**src/rtl/calc_sequencer.sv**
```systemverilog
// calc_sequencer
//
// Shares one 4-bit calculator datapath between two requesters. Requests are
// arbitrated round-robin in IDLE. The granted operation is driven onto a
// registered command word and held for CalcLat cycles while the datapath
// settles. The datapath result and seven-segment code are then captured and
// returned on a valid/ready response channel tagged with the requester ID.
//
// Ports:
//   clk_i, rst_i              clock, synchronous active-high reset
//   reqN_valid_i/reqN_ready_o request handshake for requester N (N = 0, 1)
//   reqN_op_i                 00 add, 01 sub, 10 OR, 11 negate A
//   reqN_a_i, reqN_b_i        operands (B ignored by the datapath for negate)
//   calc_astr_o               registered datapath command {op, a, b, 4'b0000}
//   calc_res_i, calc_seg_i    datapath result and active-low segment code
//   rsp_valid_o/rsp_ready_i   response handshake
//   rsp_id_o                  requester that issued the operation
//   rsp_res_o, rsp_seg_o      captured result and segment code
//   busy_o                    high whenever the sequencer is not idle
//   op_count_o                completed response handshakes, wraps at 256
//
// CalcLat must lie in 1..15.

module calc_sequencer #(
   parameter int unsigned CalcLat = 1
) (
   input  logic        clk_i,
   input  logic        rst_i,

   input  logic        req0_valid_i,
   output logic        req0_ready_o,
   input  logic [1:0]  req0_op_i,
   input  logic [3:0]  req0_a_i,
   input  logic [3:0]  req0_b_i,

   input  logic        req1_valid_i,
   output logic        req1_ready_o,
   input  logic [1:0]  req1_op_i,
   input  logic [3:0]  req1_a_i,
   input  logic [3:0]  req1_b_i,

   output logic [13:0] calc_astr_o,
   input  logic [3:0]  calc_res_i,
   input  logic [6:0]  calc_seg_i,

   output logic        rsp_valid_o,
   input  logic        rsp_ready_i,
   output logic        rsp_id_o,
   output logic [3:0]  rsp_res_o,
   output logic [6:0]  rsp_seg_o,

   output logic        busy_o,
   output logic [7:0]  op_count_o
);

   typedef enum logic [1:0] {
      StIdle,
      StWait,
      StResp
   } state_e;

   localparam logic [3:0] LatInit = 4'(CalcLat - 1);

   state_e      state_q;
   logic        rr_q;
   logic [3:0]  cnt_q;
   logic [13:0] calc_astr_q;
   logic        rsp_valid_q;
   logic        rsp_id_q;
   logic [3:0]  rsp_res_q;
   logic [6:0]  rsp_seg_q;
   logic [7:0]  op_count_q;

   // Arbitration. Grants are only offered in IDLE and are masked while reset
   // is asserted so no transfer can be seen by a requester during reset.
   logic idle_open;
   logic pick1;
   logic gnt0;
   logic gnt1;

   always_comb begin
      idle_open = (state_q == StIdle) & ~rst_i;
      // req1 wins when it is the only requester, or when both request and
      // the round-robin pointer favours it.
      pick1     = req1_valid_i & (~req0_valid_i | rr_q);
      gnt1      = idle_open & pick1;
      gnt0      = idle_open & req0_valid_i & ~pick1;
   end

   assign req0_ready_o = gnt0;
   assign req1_ready_o = gnt1;

   // Sequencer FSM with all outputs registered.
   always_ff @(posedge clk_i) begin
      if (rst_i) begin
         state_q     <= StIdle;
         rr_q        <= 1'b0;
         cnt_q       <= 4'd0;
         calc_astr_q <= 14'd0;
         rsp_valid_q <= 1'b0;
         rsp_id_q    <= 1'b0;
         rsp_res_q   <= 4'd0;
         rsp_seg_q   <= 7'd0;
         op_count_q  <= 8'd0;
      end else begin
         case (state_q)
            StIdle: begin
               if (gnt0 || gnt1) begin
                  if (gnt1) begin
                     calc_astr_q <= {req1_op_i, req1_a_i, req1_b_i, 4'b0000};
                  end else begin
                     calc_astr_q <= {req0_op_i, req0_a_i, req0_b_i, 4'b0000};
                  end
                  rsp_id_q <= gnt1;
                  // Pointer moves to the requester that was not just served.
                  rr_q     <= ~gnt1;
                  cnt_q    <= LatInit;
                  state_q  <= StWait;
               end
            end

            StWait: begin
               // Command has been stable for CalcLat cycles once cnt_q hits 0.
               if (cnt_q == 4'd0) begin
                  rsp_res_q   <= calc_res_i;
                  rsp_seg_q   <= calc_seg_i;
                  rsp_valid_q <= 1'b1;
                  state_q     <= StResp;
               end else begin
                  cnt_q <= cnt_q - 4'd1;
               end
            end

            StResp: begin
               if (rsp_ready_i) begin
                  rsp_valid_q <= 1'b0;
                  op_count_q  <= op_count_q + 8'd1;
                  state_q     <= StIdle;
               end
            end

            default: begin
               state_q <= StIdle;
            end
         endcase
      end
   end

   assign calc_astr_o = calc_astr_q;
   assign rsp_valid_o = rsp_valid_q;
   assign rsp_id_o    = rsp_id_q;
   assign rsp_res_o   = rsp_res_q;
   assign rsp_seg_o   = rsp_seg_q;
   assign busy_o      = (state_q != StIdle);
   assign op_count_o  = op_count_q;

endmodule
```
**config.mk**
```make
export PLATFORM = sky130hd
export DESIGN_NAME = calc_sequencer
export DESIGN_NICKNAME = d
export VERILOG_FILES = /design/src/rtl/calc_sequencer.sv
export SDC_FILE = /design/constraint.sdc
export NUM_CORES = 1
export LEC_CHECK = 0
export BUFFER_PORTS_ARGS = -buffer_cell sky130_fd_sc_hd__buf_2
export CORE_MARGIN = 5
export CORE_UTILIZATION = 39
export CTS_BUF_LIST = sky130_fd_sc_hd__clkbuf_4
export DETAILED_ROUTE_END_ITERATION = 10
export PLACE_DENSITY_LB_ADDON = 0.1
export SYNTH_ARGS = -nofsm -noshare
export SYNTH_HDL_FRONTEND = slang
export SYNTH_SLANG_ARGS = --single-unit
```
**constraint.sdc**
```tcl
create_clock -name clk_i -period 1.56 [get_ports clk_i]
set_input_delay 0.078 -clock clk_i [delete_from_list [all_inputs] [get_ports clk_i]]
set_output_delay 0.078 -clock clk_i [all_outputs]
set_load 0.005 [all_outputs]
```
==> impl_metrics.csv, run 1 <==
group,metric,value,unit
layout,nNetsFinal,340,
layout,layout.cells.most_common,"sky130_fd_sc_hd__buf_2",
drt,route.detailed.wl_per_inst,14.6,um
global_routing,grt_start_max_net_pins,35,
die,effective_utilization_at_floorplan,40.1,%
die,fp.dieArea,6310,um^2
synth,yosysUniqueCellTypes,41,
synth,warnings_from_yosys,0,
critical_path,timing.critical_path.required,1.48,ns
drt,drt_pass1_iterations,7,
critical_path,worstPathMaxFanout,6,
synth,synthesized_area_per_cell,8.82,um^2
timing,drv_slew,0,
die,fp.coreArea,4690,um^2
run_status,status,"finished clean",
die,die_ht,79.4,um
global_routing,grt.overflow.total,0,
drt,postRouteWirelength,5.23,mm
synth,synthCells,213,
layout,layout.cells.most_common_list,"69 x sky130_fd_sc_hd__buf_2, 35 x sky130_fd_sc_hd__dfxtp_1, 32 x sky130_fd_sc_hd__a21oi_1",
synth,synth_edf_count,0,
drt,drc,0,
critical_path,critical_path.endpoint_type,"primary output",
timing,setup_tns,0,ns
place,detailed_place_hpwl,3.45,mm
layout,share_of_layout_cells_above_drive_strength_1,36.0,%
synth,synth_seq_cells,38,
drt,ant_nets,0,
clock_tree,cts-buffers-inserted,5,
timing,fin_crit_sh,94.9,%
critical_path,critPathLaunchType,"flop",
drt,met1Wirelength,2.45,mm
drt,route.vias.total,1909,
layout,antenna_cells,0,
place,placed_area,2240,um^2
die,io_pins,74,
timing,hold_viol,0,
timing,setup_repair_after_global_routing_missed_its_margin,"true",
synth,synth_ff_type,"sky130_fd_sc_hd__dfxtp_1",
clock_tree,clock-sinks,38,
power,pwr_density_cell,771,nW/um^2
place,io_buffers,69,
critical_path,setup_cp_type,"flop to primary output",
clock_tree,cts.path.max_buffers,2,
critical_path,timing.critical_path.from,"state_q[0]",
drt,highest_layer,"met4",
power,total_power,1.97,mW
clock_tree,htreeDepth,2,
layout,fin_area,2550,um^2
global_routing,grtUsageTotal,17.0,%
clock_tree,clkLatencyLatePin,0.34,ns
timing,max_slew.worst_pin.slew,0.521,ns
drt,route.detailed.vias_per_inst,5.35,
layout,n_fill_cell,459,
critical_path,critPathArrivalTime,1.40,ns
drt,detail_route.iter0.violations,88,
synth,ys_seq_area_share,40.5,%
timing,final_critical_path_setup_slack,0.0801,ns
global_routing,vias_in_the_first_global_route,1822,
global_routing,grt_pass1_wl,8.56,mm
synth,mappedNetlistArea,1880,um^2
clock_tree,cts_tree,"yes",
place,finalWeightedCongestion,0.789,
timing,fmax,676,MHz
timing,max_slew_margin,65.2,%
hold_path,min_from,"req1_a_i[0]",
power,power_leakage,1.10,nW
timing,clock-skew-final,0.00558,ns
synth,async_reset_ff_share,0,%
hold_path,holdCritPathClass,"input pin to flop",
flow_run,max_cap_violations,0,
layout,syn_to_final_growth,35.9,%
die,floorplan.die.width,79.4,um
timing,layout_min_cycle_time,1.48,ns
synth,synth_largest_area_cell,"sky130_fd_sc_hd__dfxtp_1",
drt,met2_wirelength,2.38,mm
synth,post-synth-top-area-fraction,40.5,%
critical_path,crit-reg2reg-launch,"state_q[0]",
clock_tree,clk_pin_slew_worst_paths,0.11,ns
timing,report.final.setup_viol,0,
synth,netlist_top_cells_area,"sky130_fd_sc_hd__dfxtp_1 40%, sky130_fd_sc_hd__a21oi_1 8.5%, sky130_fd_sc_hd__o31ai_2 5.3%",
die,std_cell_rows,25,
drt,met3_wirelength,288,um
place,dp_worst_setup_slack,0.0819,ns
clock_tree,cts-root-buf,"sky130_fd_sc_hd__clkbuf_4",
power,ir_worst_vdd,370,uV
global_routing,antenna_found_initial,0,
-- what timing repair did --
item / in CTS / in global routing
resized for setup: 1 / 7
hold buffers: 22 / 0
setup buffers: 2 / 0
setup endpoints to repair: 1 / 8
pin swaps: 1 / 2
hold endpoints to repair: 21 / 0
-- layer usage --
metal / global-route usage [%] / vias up
met4: 6.36 / 0
met5: 0 / -
met3: 4.29 / 12
met2: 25.8 / 70
li1: - / 971
met1: 23.1 / 856
-- synth_stat cells (2+ instances only) --
cell                        n
sky130_fd_sc_hd__or3_1      4
sky130_fd_sc_hd__or4_1      3
sky130_fd_sc_hd__inv_1      5
sky130_fd_sc_hd__or2_2      3
sky130_fd_sc_hd__nand2_1    8
sky130_fd_sc_hd__dfxtp_1   38
sky130_fd_sc_hd__o31ai_2    8
sky130_fd_sc_hd__o21ai_0   15
sky130_fd_sc_hd__a21oi_1   32
sky130_fd_sc_hd__buf_6      2
sky130_fd_sc_hd__a311oi_1  11
sky130_fd_sc_hd__ha_1       2
sky130_fd_sc_hd__nor2_1     7
sky130_fd_sc_hd__o31ai_1    5
sky130_fd_sc_hd__buf_4      6
sky130_fd_sc_hd__nand4_1   12
sky130_fd_sc_hd__xor2_1     2
sky130_fd_sc_hd__nand3_1   12
sky130_fd_sc_hd__nand3b_1   2
sky130_fd_sc_hd__clkbuf_1  10
sky130_fd_sc_hd__buf_2      5
sky130_fd_sc_hd__nand2b_1   2
-- power breakdown --
group / leakage [nW] / total (mW) / switching, mW / internal [mW]
clock: 0.0331 / 0.508 / 0.321 / 0.187
sequential: 0.312 / 1.05 / 0.0324 / 1.02
combinational: 0.756 / 0.408 / 0.208 / 0.200
-- kinds of logic after synthesis --
logic type	synth area share, %
buffers and inverters	7.92
AO/OA/AOI/OAI	27.3
flip-flops	40.5
AND/OR/NAND/NOR	21.3
multiplexers	0.533
other	0.200
XOR/XNOR	0.932
adder cells (fa/ha/maj)	1.33
-- registers in the layout, summed over array words and instances (netlist names) --
signal	count
calc_astr_o	10
cnt_q	4
op_count_o	8
rr_q	1
rsp_id_o	1
rsp_res_o	4
rsp_seg_o	7
rsp_valid_o	1
state_q	2
-- worst max-delay path, stage by stage (launching register included) --
cell,delay (ns)
sky130_fd_sc_hd__dfxtp_4,0.38
sky130_fd_sc_hd__or3_4,0.40
sky130_fd_sc_hd__nor3_4,0.14
sky130_fd_sc_hd__buf_2,0.14
-- final timing paths --
path / endpoint / cells past startpoint / slack [ns]
hold reg to reg: rsp_valid_o / 2 / 0.47
hold / removal: calc_astr_o[8] / 3 / 0.02
setup / recovery: req1_ready_o / 3 / 0.08
setup reg to reg: calc_astr_o[13] / 4 / 0.08
-- through the flow --
stage | util [%] | hold slack, ns | cells
finish | 54.4 | 0.0195 | 357
global route | 54.4 | 0.00517 | 357
CTS | 53.9 | 0.00251 | 357
detailed placement | 47.8 | 0.339 | 325
global placement | 47.8 | 0.336 | 325
floorplan | - | 0.226 | 216
-- area by class of cell --
cell class                 instances  area [um^2]  share of cell area (%)
clock buffer                       6         45.0                    1.76
sequential                        38          767                    30.0
tap                               54         67.6                    2.65
timing repair buffer             102          652                    25.5
inverter                           5         18.8                   0.735
multi-input combinational        150          995                    39.0
clock inverter                     2         8.76                   0.343
No activity file was read; power rests on OpenSTA's default activity.
==> inputs of run 2 (changes only) <==
CTS_CLUSTER_DIAMETER = 80   (was unset)
HOLD_SLACK_MARGIN = 0.12   (was unset)
==> run 2 against run 1 <==
Largest power group unchanged. Global-route usage increased by 0.84 points. Clock-buffer cell count unchanged. Combinational power rose by 7.8%. Routed wire length rose by 6.8%. Critical endpoint unchanged. Power grew 1.7%. Via count is 3.5% higher. Sequential share of layout area decreased by 1.4 points. Non-clock buffer count rose by 13. Register-to-register slack about the same. Clock power is essentially flat.
==> impl_metrics.csv, run 2 (synthesized netlist as in run 1, its figures left out) <==
group,metric,value,unit
clock_tree,clk_pin_slew_worst_paths,0.12,ns
timing,fin_crit_sh,94.8,%
critical_path,worstPathMaxFanout,6,
layout,layout.cells.most_common_list,"70 x sky130_fd_sc_hd__buf_2, 35 x sky130_fd_sc_hd__dfxtp_1, 34 x sky130_fd_sc_hd__dlygate4sd3_1",
global_routing,grt.overflow.total,0,
timing,report.final.setup_viol,0,
timing,hold_viol,0,
global_routing,grt_pass1_wl,8.96,mm
clock_tree,clkLatencyLatePin,0.34,ns
place,finalWeightedCongestion,0.789,
drt,route.vias.total,1976,
global_routing,grtUsageTotal,17.8,%
layout,syn_to_final_growth,42.7,%
place,detailed_place_hpwl,3.45,mm
die,io_pins,74,
die,fp.dieArea,6310,um^2
power,swShare,28.6,%
clock_tree,cts-root-buf,"sky130_fd_sc_hd__clkbuf_4",
critical_path,critical_path.endpoint_type,"primary output",
power,sequential_share_of_power,52.6,%
clock_tree,cts-buffers-inserted,5,
power,clockPowerShare,25.5,%
hold_path,hold_depth,3,
drt,drc,0,
die,floorplan.die.width,79.4,um
drt,postRouteWirelength,5.58,mm
timing,clock-skew-final,0.00658,ns
flow_run,max_cap_violations,0,
power,pwr_density_cell,746,nW/um^2
die,effective_utilization_at_floorplan,40.1,%
global_routing,antenna_found_initial,0,
timing,drv_slew,0,
die,fp.coreArea,4690,um^2
place,placedCellCount,325,
drt,ant_nets,0,
timing,max_slew.worst_pin.slew,0.520,ns
place,io_buffers,69,
critical_path,number_of_cells_on_the_worst_reg_to_reg_path,4,
power,power_leakage,1.16,nW
global_routing,grt_start_max_net_pins,35,
global_routing,vias_in_the_first_global_route,1883,
clock_tree,htreeDepth,2,
layout,share_of_layout_cells_above_drive_strength_1,34.8,%
die,die_ht,79.4,um
critical_path,setup_cp_type,"flop to primary output",
layout,nNetsFinal,353,
die,std_cell_rows,25,
critical_path,critPathArrivalTime,1.40,ns
timing,max_slew_margin,65.3,%
power,p_comb_share,22.0,%
critical_path,worst-r2r-setup-slack,0.08,ns
clock_tree,clock-sinks,38,
power,intPower,1.43,mW
hold_path,holdCritPathClass,"input pin to flop",
drt,route.detailed.vias_per_inst,5.34,
timing,setup_repair_after_global_routing_missed_its_margin,"true",
timing,fin_worst_hold_slack,0.159,ns
timing,layout_min_cycle_time,1.48,ns
drt,detail_route.iter0.violations,75,
clock_tree,cts_tree,"yes",
clock_tree,cts.path.max_buffers,2,
critical_path,critPathLaunchType,"flop",
layout,fin_cells,370,
power,ir_worst_vdd,363,uV
layout,layout.cells.most_common,"sky130_fd_sc_hd__buf_2",
drt,drt_pass1_iterations,4,
layout,antenna_cells,0,
critical_path,timing.critical_path.required,1.48,ns
run_status,status,"finished clean",
power,power.net_switching,0.572,mW
layout,largest_register_ffs,10,
timing,fmax,676,MHz
drt,route.detailed.wl_per_inst,15.1,um
## run 2: cell types whose count changed in the layout (fill, tap and decap cells not counted), sizes merged
cell / change
buf: +1
dlygate4sd3: +12
## run 2: layout make-up
type | instances | area (um^2)
clock buffer | 6 | 45.0
clock inverter | 2 | 8.76
fill | 440 | 2010
inverter | 5 | 18.8
multi-input combinational | 150 | 995
sequential | 38 | 767
tap | 54 | 67.6
timing repair buffer | 115 | 781
## run 2: worst max-delay path: stages (launching register included)
cell and delay [ns]:
sky130_fd_sc_hd__dfxtp_4 0.39, sky130_fd_sc_hd__or3_4 0.40, sky130_fd_sc_hd__nor3_4 0.14, sky130_fd_sc_hd__buf_2 0.14
## run 2: what timing repair did
action                                  in CTS  in global routing
setup buffers                                2                  0
endpoints found under the setup margin       1                  7
hold buffers                                34                  0
cloned                                       0                  1
pin swaps                                    1                  3
hold endpoints to repair                    24                  0
gates resized for setup                      1                  8
## run 2: per-layer routing
layer  routed length (um)  track usage, %  vias to the layer above
li1                     -               -                      997
met1                 2490            23.1                      902
met2                 2710            29.0                       68
met3                  316            4.40                        9
met4                   72            5.84                        0
met5                    0               0                        -
## run 2: power by group through the flow
stage | sequential [mW] | combinational (mW) | clock, mW
2_1_floorplan | 1.07 | 0.218 | 0
6_report | 1.05 | 0.440 | 0.510
3_3_place_gp | 1.07 | 0.355 | 0
4_1_cts | 1.05 | 0.427 | 0.534
5_1_grt | 1.06 | 0.483 | 0.586
3_5_place_dp | 1.07 | 0.355 | 0
## run 2: per-stage QoR
step                      worst slack [ns]  util (%)  TNS (ns)  cell area, um^2  total power [mW]
final                               0.0809      57.2         0             2680              2.00
after global routing              -0.00137      57.2  -0.00137             2680              2.13
after CTS                         0.000312      56.5         0             2650              2.01
after detailed placement            0.0819      47.8         0             2240              1.43
after global placement               0.134      47.8         0             2240              1.43
after floorplan                      0.161         -         0             1890              1.29
## run 2: path summary, 6_finish.rpt
path                endpoint          from
max             req1_ready_o    state_q[0]
min           calc_astr_o[6]  req1_valid_i
min reg2reg      rsp_valid_o   rsp_valid_o
max reg2reg  calc_astr_o[13]    state_q[0]
